File: src/rtl/pipe_pkg.sv
// -----------------------------------------------------------------------------
// pipe_pkg
// Shared definitions for the valid/ready pipeline stage registers.
//   - Stage occupancy/state encoding (EMPTY / ONE / TWO).
//   - Field widths and bit offsets of the default five-field payload
//     (instr, pc, ext, rd1, rd2), so every stage packs and unpacks its
//     fields at the same positions.
//   - Helpers to pack/unpack the default payload and to compute parity of
//     a payload for optional integrity checks.
// -----------------------------------------------------------------------------
package pipe_pkg;

  // Stage state is encoded directly as the number of held entries.
  typedef enum logic [1:0] {
    ST_EMPTY = 2'd0,
    ST_ONE   = 2'd1,
    ST_TWO   = 2'd2
  } stage_state_e;

  // Field widths of the default payload.
  localparam int INSTR_W = 32;
  localparam int PC_W    = 32;
  localparam int EXT_W   = 32;
  localparam int RD1_W   = 32;
  localparam int RD2_W   = 32;

  localparam int STAGE_DATA_W = INSTR_W + PC_W + EXT_W + RD1_W + RD2_W;

  // LSB offsets: instr occupies the top word, rd2 the bottom word.
  localparam int RD2_LSB   = 0;
  localparam int RD1_LSB   = RD2_LSB + RD2_W;
  localparam int EXT_LSB   = RD1_LSB + RD1_W;
  localparam int PC_LSB    = EXT_LSB + EXT_W;
  localparam int INSTR_LSB = PC_LSB + PC_W;

  typedef struct packed {
    logic [INSTR_W-1:0] instr;
    logic [PC_W-1:0]    pc;
    logic [EXT_W-1:0]   ext;
    logic [RD1_W-1:0]   rd1;
    logic [RD2_W-1:0]   rd2;
  } stage_fields_t;

  // Concatenate the five fields in the canonical order.
  function automatic logic [STAGE_DATA_W-1:0] pack_fields(input stage_fields_t f);
    return {f.instr, f.pc, f.ext, f.rd1, f.rd2};
  endfunction

  // Split a packed payload back into its fields.
  function automatic stage_fields_t unpack_fields(input logic [STAGE_DATA_W-1:0] d);
    stage_fields_t f;
    f.instr = d[INSTR_LSB +: INSTR_W];
    f.pc    = d[PC_LSB    +: PC_W];
    f.ext   = d[EXT_LSB   +: EXT_W];
    f.rd1   = d[RD1_LSB   +: RD1_W];
    f.rd2   = d[RD2_LSB   +: RD2_W];
    return f;
  endfunction

  // Even parity over a default-width payload.
  function automatic logic payload_parity(input logic [STAGE_DATA_W-1:0] d);
    return ^d;
  endfunction

endpackage

File: src/rtl/pipe_slot.sv
// -----------------------------------------------------------------------------
// pipe_slot
// One payload + valid register of a pipeline stage.
// Priority: reset > clear > load > hold. Clearing or resetting the slot
// returns the payload to BUBBLE_VAL so an empty slot always shows a bubble.
// Ports:
//   clk, reset  : rising-edge clock, synchronous active-high reset
//   clear       : drop the held entry (payload <= BUBBLE_VAL, valid <= 0)
//   load        : capture load_data as a valid entry
//   load_data   : payload to capture
//   data, valid : registered slot contents
// -----------------------------------------------------------------------------
module pipe_slot
  import pipe_pkg::*;
#(
  parameter int                DATA_W     = STAGE_DATA_W,
  parameter logic [DATA_W-1:0] BUBBLE_VAL = {DATA_W{1'b0}}
) (
  input  logic              clk,
  input  logic              reset,
  input  logic              clear,
  input  logic              load,
  input  logic [DATA_W-1:0] load_data,
  output logic [DATA_W-1:0] data,
  output logic              valid
);

  logic [DATA_W-1:0] data_r;
  logic              valid_r;

  // Slot payload/valid register with clear-to-bubble and load.
  always_ff @(posedge clk) begin
    if (reset) begin
      data_r  <= BUBBLE_VAL;
      valid_r <= 1'b0;
    end else if (clear) begin
      data_r  <= BUBBLE_VAL;
      valid_r <= 1'b0;
    end else if (load) begin
      data_r  <= load_data;
      valid_r <= 1'b1;
    end else begin
      data_r  <= data_r;
      valid_r <= valid_r;
    end
  end

  assign data  = data_r;
  assign valid = valid_r;

endmodule

File: src/rtl/pipe_stage_skid.sv
// -----------------------------------------------------------------------------
// pipe_stage_skid
// Parametrised pipeline stage register with valid/ready handshake and a
// two-entry skid buffer. Slot M is the head shown downstream, slot S
// catches the one extra entry that can arrive while M is stalled, so
// in_ready depends only on registered state.
// Flush empties both slots; a same-cycle accept is consumed and dropped.
// Ports:
//   clk, reset          : rising-edge clock, synchronous active-high reset
//   flush               : discard all held and incoming entries this cycle
//   in_valid/in_ready   : upstream handshake (in_ready = skid slot empty)
//   in_data             : upstream payload
//   out_valid/out_ready : downstream handshake
//   out_data            : head payload, BUBBLE_VAL when out_valid = 0
//   occupancy           : number of held entries (0..2)
// -----------------------------------------------------------------------------
module pipe_stage_skid
  import pipe_pkg::*;
#(
  parameter int                DATA_W     = STAGE_DATA_W,
  parameter logic [DATA_W-1:0] BUBBLE_VAL = {DATA_W{1'b0}}
) (
  input  logic              clk,
  input  logic              reset,
  input  logic              flush,
  input  logic              in_valid,
  output logic              in_ready,
  input  logic [DATA_W-1:0] in_data,
  output logic              out_valid,
  input  logic              out_ready,
  output logic [DATA_W-1:0] out_data,
  output logic [1:0]        occupancy
);

  stage_state_e      state_r;
  stage_state_e      state_next_s;

  logic              m_load_s;
  logic              m_clear_s;
  logic [DATA_W-1:0] m_load_data_s;
  logic              s_load_s;
  logic              s_clear_s;

  logic [DATA_W-1:0] m_data_s;
  logic              m_valid_s;
  logic [DATA_W-1:0] s_data_s;
  logic              s_valid_s;

  logic              accept_s;
  logic              drain_s;

  assign accept_s = in_valid & in_ready;
  assign drain_s  = out_valid & out_ready;

  // State register; tracks occupancy in lockstep with the slot valid bits.
  always_ff @(posedge clk) begin
    if (reset) begin
      state_r <= ST_EMPTY;
    end else begin
      state_r <= state_next_s;
    end
  end

  // Next-state and slot control.
  always_comb begin
    state_next_s  = state_r;
    m_load_s      = 1'b0;
    m_clear_s     = 1'b0;
    m_load_data_s = in_data;
    s_load_s      = 1'b0;
    s_clear_s     = 1'b0;

    if (flush) begin
      // Any accept this cycle is swallowed; the drain already happened.
      m_clear_s    = 1'b1;
      s_clear_s    = 1'b1;
      state_next_s = ST_EMPTY;
    end else begin
      case (state_r)
        ST_EMPTY: begin
          if (accept_s) begin
            m_load_s     = 1'b1;
            state_next_s = ST_ONE;
          end else begin
            state_next_s = ST_EMPTY;
          end
        end
        ST_ONE: begin
          if (accept_s && drain_s) begin
            m_load_s     = 1'b1;
            state_next_s = ST_ONE;
          end else if (accept_s) begin
            s_load_s     = 1'b1;
            state_next_s = ST_TWO;
          end else if (drain_s) begin
            m_clear_s    = 1'b1;
            state_next_s = ST_EMPTY;
          end else begin
            state_next_s = ST_ONE;
          end
        end
        ST_TWO: begin
          // in_ready is low here, so only a drain can move the state.
          if (drain_s) begin
            m_load_s      = 1'b1;
            m_load_data_s = s_data_s;
            s_clear_s     = 1'b1;
            state_next_s  = ST_ONE;
          end else begin
            state_next_s = ST_TWO;
          end
        end
        default: begin
          // Unreachable encoding: recover to a clean empty stage.
          m_clear_s    = 1'b1;
          s_clear_s    = 1'b1;
          state_next_s = ST_EMPTY;
        end
      endcase
    end
  end

  pipe_slot #(
    .DATA_W    (DATA_W),
    .BUBBLE_VAL(BUBBLE_VAL)
  ) u_slot_m (
    .clk      (clk),
    .reset    (reset),
    .clear    (m_clear_s),
    .load     (m_load_s),
    .load_data(m_load_data_s),
    .data     (m_data_s),
    .valid    (m_valid_s)
  );

  pipe_slot #(
    .DATA_W    (DATA_W),
    .BUBBLE_VAL(BUBBLE_VAL)
  ) u_slot_s (
    .clk      (clk),
    .reset    (reset),
    .clear    (s_clear_s),
    .load     (s_load_s),
    .load_data(in_data),
    .data     (s_data_s),
    .valid    (s_valid_s)
  );

  assign in_ready  = ~s_valid_s;
  assign out_valid = m_valid_s;
  assign out_data  = m_data_s;
  assign occupancy = state_r;

endmodule

File: config.mk
export PLATFORM = sky130hd
export DESIGN_NAME = pipe_stage_skid
export DESIGN_NICKNAME = d
export VERILOG_FILES = /design/src/rtl/pipe_pkg.sv /design/src/rtl/pipe_slot.sv /design/src/rtl/pipe_stage_skid.sv
export SDC_FILE = /design/constraint.sdc
export NUM_CORES = 1
export LEC_CHECK = 0
export CAP_MARGIN = 5
export CORE_MARGIN = 3
export CORE_UTILIZATION = 44
export DETAILED_ROUTE_END_ITERATION = 7
export PLACE_DENSITY = 0.87
export SLEW_MARGIN = 40
export SYNTH_ARGS = -nofsm -noshare
export SYNTH_HDL_FRONTEND = slang
export SYNTH_SLANG_ARGS = --single-unit
File: constraint.sdc
create_clock -name clk -period 1.72 [get_ports clk]
set_input_delay 0.172 -clock clk [delete_from_list [all_inputs] [get_ports clk]]
set_output_delay 0.172 -clock clk [all_outputs]
set_load 0.005 [all_outputs]
==> results.md <==
* Status: complete, but fails checks
* Failing checks: setup timing
* Synth-to-Final Area Change at 50.47%
* Top cells by count, synth: 324 x dfxtp_1, 322 x nand2_1, 320 x a21oi_1, 163 x o21ai_0, 161 x mux2i_1
* Synth Area in Adders at 0.09975%
* Reg-to-reg startpoint: u_slot_m.valid
* Placed Cells at 2102
* Worst Setup End Kind: flop
* CTS tree: yes
* Layout Skew at 16.24 ps
* Share of layout cells above drive strength 1 at 12.47%
* CTS Buf Count at 35
* Clock Pin Slew Worst Setup and Hold Paths at 60 ps
* Ys Warns at 0
* Fin crit period at 1839 ps
* Final hold vios at 0
* Syn Area/Cell at 8.753 um^2
* Register bit total from synthesis at 324
* Yosys cell types at 23
* Worst slack, placed at -321.2 ps
* Worst r2r path cells at 9
* R2r endpoint: u_slot_m.data[89]
* CP arrival at 2250 ps
* Slew margin rel. at 70.41%
* WL per Instance at 20.40 um
* Compound-Gate Fraction of Synth Area at 19.62%
* WP data required at 2130 ps
* Clock latency on the worst-skew pair at 500 ps
* Hold Path Class: input pin to flop
* CTS max path bufs at 3
* Non-Filler Instances at 2199
* Post-route DRC at 0
* Most used DFF post-synth: dfxtp_1
* IO Count at 329
* Power per cell area at 927.1 nW/um^2
* Via Count at 12430
* GPL Wtd Cong at 0.8100
* CP Launch Type: flop
* Diodes inserted at 0
* H-tree lvl count at 2
* DP Wirelength at 25840 um
* Largest family of logic cells by synthesized area: compound AO/OA/AOI/OAI gates
* Number of max-cap violations at 0
* Max frequency at 0.5437 GHz
* Initial antenna violation count at 1
* Fin worst setup slack at -119.3 ps
* RSZ-0062 raised after global routing: yes
* WS Path Type: flop to flop
* Total power at 17500 uW
* Synth area leaders: dfxtp_1 52%, mux2i_1 13%, a21oi_1 13%
* Hold Path Depth at 3
* Synth Area in XOR/XNOR at 0%
* CP Max Fanout at 8
* Nets at 1964
* First-pass detailed-route iteration total at 6
* CTS Root Cell: clkbuf_16
* Asr flop ratio synth at 0%
* Worst Hold Endpoint: u_slot_s.data[79]
* Lkg Pwr at 0.006463 uW
* EDFF count, synth at 0
* Slew Viols, Final at 0
* Top-count cell post-synth: dfxtp_1
* # fillers at 1967
* Vias in the first global route at 12088
* Total grt overflow at 0
* Synth Area in Simple Gates at 10.37%
* Largest net degree at the start of global routing at 81
* Count of input and output buffers at 328
* Total Die Area at 30570 um^2
* Final Cycle Share at 106.9%
* Hold buffers post-CTS at 0
* Worst-Margin Slew at 442.2 ps
* Synth Instances at 1433
* Setup violators final at 90
* Reg2reg setup slack at -120 ps
* Routed Antenna Nets at 0
* Total GRT Usage at 24.39%
* Chip width at 174.8 um
* Sequential fraction of the synthesis area at 51.71%
* Row count at 61
* Hold_sp: in_data[79]
* CTS sink cnt at 324
* Die Ht at 174.8 um
* Setup TNS at -2084 ps
* Routed WL at 44850 um
* Core ar. at 27930 um^2
* DR iter-0 viols at 1227
* Net Count, Synth at 1599
* Vias per cell at 5.653
* Multiplexer share of the synthesized area at 12.85%
* First-pass GRT wire length at 61890 um
* Post-Syn Area at 12540 um^2
* Synth top area share at 51.71%
* Initial core utilization at 44.90%
* Peak VDD IR at 852.1 uV
* Yosys top cell by area: dfxtp_1
==> kinds of logic after synthesis <==
group,count (synthesis)
muxes,161
buffers and inverters,125
DFF,324
and+or+nand+nor,334
AOI/OAI and AO/OA,488
adders and majority gates,1
==> metrics by stage <==
step | cell area, um^2 | util, % | hold slack [ps]
2_1_floorplan | 12540 | - | 250.7
3_3_place_gp | 16770 | 60.03 | 437.9
3_5_place_dp | 16770 | 60.03 | 444.8
4_1_cts | 18030 | 64.53 | 224.2
5_1_grt | 18870 | 67.57 | 243.0
6_report | 18870 | 67.57 | 244.0
==> placed cells by master, fill, tap and decap left out, types with 2 or more instances in the layout <==
| master | synthesis | routed |
|---|---|---|
| and2_4 | 0 | 3 |
| dfxtp_2 | 0 | 3 |
| mux2i_2 | 0 | 16 |
| o21a_1 | 2 | 2 |
| clkdlybuf4s50_1 | 0 | 326 |
| clkbuf_1 | 63 | 8 |
| buf_4 | 0 | 53 |
| a21oi_1 | 320 | 317 |
| o21ai_1 | 0 | 37 |
| buf_8 | 0 | 2 |
| clkbuf_16 | 0 | 50 |
| mux2i_1 | 161 | 142 |
| buf_12 | 0 | 38 |
| buf_16 | 0 | 8 |
| a21oi_2 | 1 | 4 |
| mux2i_4 | 0 | 3 |
| buf_6 | 20 | 8 |
| clkbuf_8 | 0 | 9 |
| o21ai_2 | 0 | 12 |
| o21ai_0 | 163 | 113 |
| bufinv_16 | 0 | 2 |
| dfxtp_1 | 324 | 320 |
| nand2_1 | 322 | 321 |
==> registers in the layout, indices dropped and copies added, names as in the netlist <==
| name | flops |
|---|---|
| u_slot_m.data | 160 |
| u_slot_s.data | 160 |
| occupancy | 2 |
| u_slot_m.valid | 1 |
| u_slot_s.valid | 1 |
==> how the worst max path moves through the flow <==
stage                         from                  to  slack, ps  cells after the start
floorplan           u_slot_s.valid  u_slot_m.data[100]        -20                      9
global placement         out_ready    u_slot_m.data[7]       -250                      8
detailed placement       out_ready   u_slot_m.data[11]       -320                      8
CTS                 u_slot_s.valid   u_slot_m.data[12]        -40                      7
global route          occupancy[0]   u_slot_m.data[90]       -170                      7
finish              u_slot_m.valid   u_slot_m.data[89]       -120                      9
==> report_power, final <==
part	leakage (uW)	switching [uW]	total [uW]	internal, uW
sequential	0.00264	136	7860	7720
combinational	0.00326	909	2010	1100
clock	0.000573	3010	7630	4630
==> final cells by class <==
type	count	area (um^2)	share of cell area, %
Sequential cell	324	6494	34.40
Multi-Input combinational cell	986	5623	29.79
Timing Repair Buffer	450	5109	27.07
Clock buffer	54	1080	5.721
Tap cell	378	473.0	2.506
Clock inverter	6	92.59	0.4906
Inverter	1	3.754	0.01989
==> critical path: stages (launching register included) <==
cell     delay [ps]
dfxtp_2         340
and2_4          150
ha_4            160
o21ai_4         200
buf_6           130
and2_4          160
buf_12          140
buf_12          140
o21ai_0         130
a21oi_1         190
==> per-layer routing <==
metal / share of wire (%) / wire length (um) / global-route usage, % / up-vias
li1: - / - / - / 5645
met1: 37 / 16790 / 29.32 / 5886
met2: 49 / 22100 / 43.31 / 741
met3: 9.4 / 4225 / 5.737 / 156
met4: 3.8 / 1719 / 7.380 / 2
met5: 0.029 / 13 / 0 / -
==> timing repair <==
item	in CTS	in global routing
cloned	1	22
endpoints found under the setup margin	91	299
pin swaps	5	17
gates resized for setup	17	111
setup buffers	1	13
(Power assumes the default switching activity.)
